### src/rtl/ext_bus_sequencer.sv
// External memory bus sequencer: multiplexes one core access at a time onto the
// TinyTapeout pins as ADDR_HI / ADDR_LO / DATA phases. Optional DATA-phase timeout: EXT_BUS_TIMEOUT_EN.
module ext_bus_sequencer #(
    parameter int unsigned TIMEOUT_CYCLES = 15
) (
    input  logic        clk,
    input  logic        rst,
    input  logic        req_valid,
    output logic        req_ready,
    input  logic        req_rw,
    input  logic [15:0] req_addr,
    input  logic [7:0]  req_wdata,
    output logic        rsp_valid,
    output logic [7:0]  rsp_rdata,
    output logic        rsp_err,
    input  logic        ext_rdy,
    output logic [7:0]  pin_out,
    input  logic [7:0]  pio_in,
    output logic [7:0]  pio_out,
    output logic [7:0]  pio_oe
);

    // state   | meaning
    // IDLE    | pins released, ready for a request
    // ADDR_HI | address high byte on pin_out, pio_out[1] marks the phase
    // ADDR_LO | address low byte on pin_out
    // DATA    | data transfer; waits while ext_rdy is low
    typedef enum logic [1:0] {
        IDLE    = 2'd0,
        ADDR_HI = 2'd1,
        ADDR_LO = 2'd2,
        DATA    = 2'd3
    } state_t;

    localparam logic [7:0] TO_LAST = 8'(TIMEOUT_CYCLES - 1);

    state_t      state;
    state_t      state_nxt;
    logic [15:0] addr_q;
    logic        rw_q;
    logic [7:0]  wdata_q;
    logic        accept;
    logic        done;
    logic        abort;

    assign req_ready = (state == IDLE) && !rst;
    assign accept    = req_valid && req_ready;
    assign done      = (state == DATA) && ext_rdy;

`ifdef EXT_BUS_TIMEOUT_EN
    logic [7:0] wait_cnt;

    assign abort = (state == DATA) && !ext_rdy && (wait_cnt == TO_LAST);

    always_ff @(posedge clk or posedge rst) begin
        if (rst) begin
            wait_cnt <= 8'd0;
        end else if (state == ADDR_LO) begin
            wait_cnt <= 8'd0;
        end else if ((state == DATA) && !ext_rdy) begin
            wait_cnt <= wait_cnt + 8'd1;
        end
    end
`else
    logic unused_timeout;

    assign abort          = 1'b0;
    assign unused_timeout = ^TO_LAST;
`endif

    // Request fields are captured on the accepting edge only.
    always_ff @(posedge clk or posedge rst) begin
        if (rst) begin
            addr_q  <= 16'd0;
            rw_q    <= 1'b0;
            wdata_q <= 8'd0;
        end else if (accept) begin
            addr_q  <= req_addr;
            rw_q    <= req_rw;
            wdata_q <= req_wdata;
        end
    end

    always_ff @(posedge clk or posedge rst) begin
        if (rst) begin
            state <= IDLE;
        end else begin
            state <= state_nxt;
        end
    end

    always_comb begin
        state_nxt = state;
        case (state)
            IDLE:    if (accept) state_nxt = ADDR_HI;
            ADDR_HI: state_nxt = ADDR_LO;
            ADDR_LO: state_nxt = DATA;
            DATA:    if (done || abort) state_nxt = IDLE;
            default: state_nxt = IDLE;
        endcase
    end

    always_ff @(posedge clk or posedge rst) begin
        if (rst) begin
            rsp_valid <= 1'b0;
            rsp_err   <= 1'b0;
            rsp_rdata <= 8'd0;
        end else begin
            rsp_valid <= done || abort;
            rsp_err   <= abort;
            if (done && rw_q) begin
                rsp_rdata <= pio_in;
            end else if (abort) begin
                rsp_rdata <= 8'hFF;
            end
        end
    end

    always_comb begin
        pin_out = 8'h00;
        pio_out = 8'h00;
        pio_oe  = 8'h00;
        case (state)
            ADDR_HI: begin
                pin_out = addr_q[15:8];
                pio_out = {6'b0, 1'b1, rw_q};
                pio_oe  = 8'hFF;
            end
            ADDR_LO: begin
                pin_out = addr_q[7:0];
                pio_out = {6'b0, 1'b0, rw_q};
                pio_oe  = 8'hFF;
            end
            DATA: begin
                pin_out = addr_q[7:0];
                if (!rw_q) begin
                    pio_out = wdata_q;
                    pio_oe  = 8'hFF;
                end
            end
            default: ;
        endcase
    end

endmodule
### config.mk
export PLATFORM = sky130hd
export DESIGN_NAME = ext_bus_sequencer
export DESIGN_NICKNAME = d
export VERILOG_FILES = /design/src/rtl/ext_bus_sequencer.sv
export SDC_FILE = /design/constraint.sdc
export NUM_CORES = 1
export LEC_CHECK = 0
export CAP_MARGIN = 40
export CORE_MARGIN = 2
export CORE_UTILIZATION = 39
export DETAILED_ROUTE_END_ITERATION = 7
export PLACE_DENSITY = 0.84
export SYNTH_ARGS = -nofsm -noshare
export SYNTH_HDL_FRONTEND = slang
export SYNTH_SLANG_ARGS = --single-unit
### constraint.sdc
create_clock -name clk -period 2.05 [get_ports clk]
set_clock_uncertainty 0.15 [all_clocks]
set_input_delay 0.205 -clock clk [delete_from_list [all_inputs] [get_ports clk]]
set_output_delay 0.205 -clock clk [all_outputs]
set_load 0.02 [all_outputs]
* Yosys cells after proc, flatten, opt, wreduce, memory -nomap -nowiden
Cells that the tools add are included.
** Storage, ports and cells
- Bits in registers :: 36
- Output and inout port bits :: 35
- Input port bits :: 37
- Word-level logic and storage cells :: 28
** Cells by class
- Mux-type cells :: 8
- Equal/unequal tests :: 5
- Reductions and logical operators :: 9
** Operator list (number)
- $pmux W8 S2 :: 2
- $pmux W8 S3 :: 1
- $mux W8 :: 2
- $pmux W2 S4 :: 1
- $eq A2 B2 Y1 const B :: 2
- $logic_and A1 B1 Y1 :: 4
- $mux W2 :: 2
- $ne A2 B2 Y1 const B :: 2
- $reduce_or A2 Y1 :: 2
- $eq A2 B1 Y1 const B :: 1
- $logic_not A2 Y1 :: 1
- $reduce_and A2 Y1 :: 1
- $logic_not A1 Y1 :: 1

* Logic depth before layout (Yosys ltp)
Gate-level depths: netlist (run 1).
- Depth in word-level cells :: 5
- Depth in mapped cells :: 7
- Gate-level depth less buffers :: 5

* Worst setup path after synthesis (run 1)
Ideal clock, no wire load.
- Kind :: register to output
- Start :: register state[1]
- End :: output pio_oe[1]
- Required time :: 1695 ps
- Arrival time :: 2030 ps
- Cell stages (with the launch flop) :: 7
- Path slack :: -335 ps
- Buffers on the path :: 3
- Path through :: dfrtp_1 > clkbuf_1 > inv_1 > ha_1 > clkbuf_1 > a21oi_1 > buf_4
** On the way
- Cells in the longest elaborated chain, start to end :: 3
- Elaborated cells between the ends (all ways) :: 5
- Classes of those cells :: 3 x eq/ne; 1 x mux; 1 x reduce/logical
** Ends and longest elaborated chain
- start: declaration :: RTL line 37 : state_t state;
- start signal: assignment :: RTL line 88 : state <= state_nxt;
- $eq A2 B2 Y1 or $eq A2 B1 Y1 (tied branches) :: RTL line 123 : case (state)
- $reduce_or A2 Y1 (no source line)
- $pmux W8 S2 * :: RTL line 123
- end: declaration :: RTL line 20 : output logic [7:0] pio_oe
Mark *: on every way between the ends. The rest lies on a longest branch, timed or not.

* Worst setup path in the final report (run 1)
- Start :: register state[1]
- End :: output pio_out[1]
** On the way
- Cells in the longest elaborated chain, start to end :: 2
- Elaborated cells between the ends (all ways) :: 4
- Classes of those cells :: 3 x eq/ne; 1 x mux
** Ends and longest elaborated chain
- $eq A2 B2 Y1 or $eq A2 B1 Y1 (tied branches) :: RTL line 123
- $pmux W8 S3 * :: RTL line 123
- end: declaration :: RTL line 19 : output logic [7:0] pio_out,
Marks and branches as above.

==> summary.md, run 1 <==
| Metric | Value |
|---|---|
| Status | finished clean |
| Synth Warn # | 0 |
| Setup crit start | state[1] |
| Final setup TNS | 0 ns |
| Final WL | 3810 um |
| Fin. Hold Viols | 0 |
| Max cap viols | 0 |
| Avg Inst Size Synth | 13.5 sq um |
| Worst skew pair latency | 0.28 ns |
| Fin util | 58.6% |
| Worst Hold Class | input port to asynchronous set/reset pin |
| Placed cell areas | 2560 sq um |
| Crit path kind | flop to output pin |
| Crit path DAT | 1.60 ns |
| Die area | 5150 sq um |
| Non-filler cells, final | 264 |
| I/O Buffers | 70 |
| DRC | 0 |
| IO Pins | 72 |
| Post-Synthesis Cells | 133 |
| Initial Util | 40.8% |
| Core area | 4380 sq um |
| Pwr Density | 1670 nW/um^2 |
| Crit path time final | 1.95 ns |
| Seq cells post-synth | 36 |
| Vias/cell | 4.72 |
| Initial antenna violation count | 0 |
| Total gr overflow | 0 |
| Synth area leader | dfrtp_1 |
| Vias | 1,247 |
| Wire length of the first global-routing pass | 6360 um |
| Vias in the first global route | 1,335 |
| CTS root buffer | clkbuf_8 |
| Drt pass-1 iters | 2 |
| Chip height | 71.8 um |
| Yosys cell types | 23 |
| Number of inserted diodes | 0 |
| Final worst-path cycle share | 95.2% |
| Final ANT Viol Nets | 0 |
| Unrepaired setup endpoints after global routing | false |
| Clock sink count | 36 |
| F_max | 513 MHz |
| Area grow syn2layout | 43.4% |
| CTS Buf Count | 5 |
| Post-route cell area | 2570 sq um |
| Worst-path clk slew | 0.07 ns |
| Filler cell count | 394 |
| Syn_nets | 175 |
| Sequential fraction of the synthesis area | 50.3% |
| Die X | 71.8 um |
| Reg-to-Reg Start | state[0] |
| CP Capture Type | output pin |
| Setup-failing EPs final | 0 |
| GP Congestion | 0.730 |
| CTS Hold Bufs | 0 |
| Leak | 1.26 nW |
| Total track usage | 16.3% |
| Cell Area, Synth | 1790 sq um |
| WP data required | 1.69 ns |
| Nets | 253 |
| CP max FO | 5 |
| Initial DRC Count | 43 |
| Slew Viols, Final | 0 |
| Largest net degree at the start of global routing | 37 |
| Area fraction of the dominant cell type after synthesis | 50.3% |
| Clock Tree Buf Depth | 2 |
| Clock H-tree levels | 2 |
| Placed cells | 253 |
| CTS tree | done |
| DPL Wire Length | 2790 um |
| Row Count | 24 |
| Setup crit start kind | flop |
| DR WL/cell | 14.4 um |
| Synth top area cells | dfrtp_1 50%, mux2_4 17%, mux2_2 8.2% |
| VDD IR max | 0.000535 V |
| Share of post-route cells with drive strength above 1 | 40.1% |
==> power breakdown <==
part	switching, mW	total [mW]	internal, mW
registers	0.199	1.27	1.07
clock network	0.227	0.501	0.274
logic	1.28	2.52	1.24
==> logic make-up after synthesis <==
family                     count (synthesis)  synth area share (%)
DFF                                       36                  50.3
muxes                                     35                  26.1
and+or+nand+nor                           25                  7.76
buffers and inverters                     17                  7.06
AOI/OAI and AO/OA                         14                  5.10
adders and majority gates                  5                  3.49
other                                      1                 0.209
==> timing repair <==
action	CTS	global route
resized for setup	54	31
endpoints found under the setup margin	25	23
setup buffers	2	1
gates cloned	0	0
pin swaps	0	0
==> critical path, cell delays in order (launching register included) <==
cell	delay, ns
dfrtp_1	0.41
buf_4	0.15
buf_4	0.13
buf_4	0.15
o22ai_1	0.16
clkdlybuf4s15_1	0.32
==> final timing paths <==
kind	endpoint	slack [ns]	depth (start not counted)
setup / recovery	pio_out[1]	0.1	5
hold / removal	rw_q	0.29	3
setup reg to reg	addr_q[3]	0.16	5
hold reg to reg	rsp_rdata[4]	0.35	1
max in group asynchronous	wdata_q[0]	1.13	3
min in group clk	rsp_rdata[4]	0.35	1
==> through the flow <==
stage               total power [mW]  hold slack (ns)  setup WS (ns)
floorplan                       3.02            0.204         0.0222
global placement                4.00            0.334        -0.0217
detailed placement              4.06            0.342        -0.0620
CTS                             4.48            0.305        -0.0150
global route                    4.61            0.351        0.00886
finish                          4.29            0.291         0.0989
==> layout make-up <==
cell class | count | area [sq um] | area share, %
clock buffer | 8 | 90.1 | 3.51
inverter | 4 | 15.0 | 0.585
multi-input combinational | 80 | 795 | 30.9
sequential | 36 | 901 | 35.1
tap | 52 | 65.1 | 2.53
timing repair buffer | 84 | 702 | 27.3
==> layer usage <==
layer	wire (um)	global-route usage, %	share of wire, %
met1	1610	20.5	42
met2	1940	27.1	51
met3	219	4.92	5.7
met4	36	5.03	0.94
met5	0	0	0
==> layout by cell type (no fill, tap or decap), types with 3 or more instances in the layout <==
cell type	instances
dfrtp_1	36
buf_2	8
ha_1	3
a21oi_1	3
a22oi_1	7
and2_1	7
nor2_1	10
mux2_4	20
mux2_2	13
buf_4	13
clkdlybuf4s50_1	45
clkbuf_2	15
clkbuf_8	6
==> flip-flops by register name, summed over array words and instances (netlist names) <==
register   cells
rw_q           1
wdata_q        8
rsp_valid      1
addr_q        16
state          2
rsp_rdata      8
==> Yosys cell counts (all sizes together) <==
library cell   n
a21oi          4
nand2b         2
conb           1
dfrtp         36
buf           10
and2           7
a211oi         1
o21ai          1
nor2b          2
inv            4
nor2          10
clkbuf         3
ha             5
nand2          4
mux2          33
a22oi          7
o22ai          1
mux2i          2
No activity file was read; power rests on OpenSTA's default activity.
==> inputs of run 2 (changes only) <==
--- a/config.mk
+++ b/config.mk
@@ -5,10 +5,12 @@
 export SDC_FILE = /design/constraint.sdc
 export NUM_CORES = 1
 export LEC_CHECK = 0
+export ABC_AREA = 0
 export CAP_MARGIN = 40
 export CORE_MARGIN = 2
 export CORE_UTILIZATION = 39
 export DETAILED_ROUTE_END_ITERATION = 7
+export GPL_ROUTABILITY_DRIVEN = 0
 export PLACE_DENSITY = 0.84
 export SYNTH_ARGS = -nofsm -noshare
 export SYNTH_HDL_FRONTEND = slang
==> results of run 2 <==
Final layout, timing and power as in run 1 (identical DEF).
==> inputs of run 3 (changes only) <==
--- a/config.mk
+++ b/config.mk
@@ -9,6 +9,7 @@
 export CAP_MARGIN = 40
 export CORE_MARGIN = 2
 export CORE_UTILIZATION = 39
+export CTS_CLUSTER_SIZE = 40
 export DETAILED_ROUTE_END_ITERATION = 7
 export GPL_ROUTABILITY_DRIVEN = 0
 export PLACE_DENSITY = 0.84
==> results of run 3 <==
Final layout, timing and power as in run 1 (identical DEF).
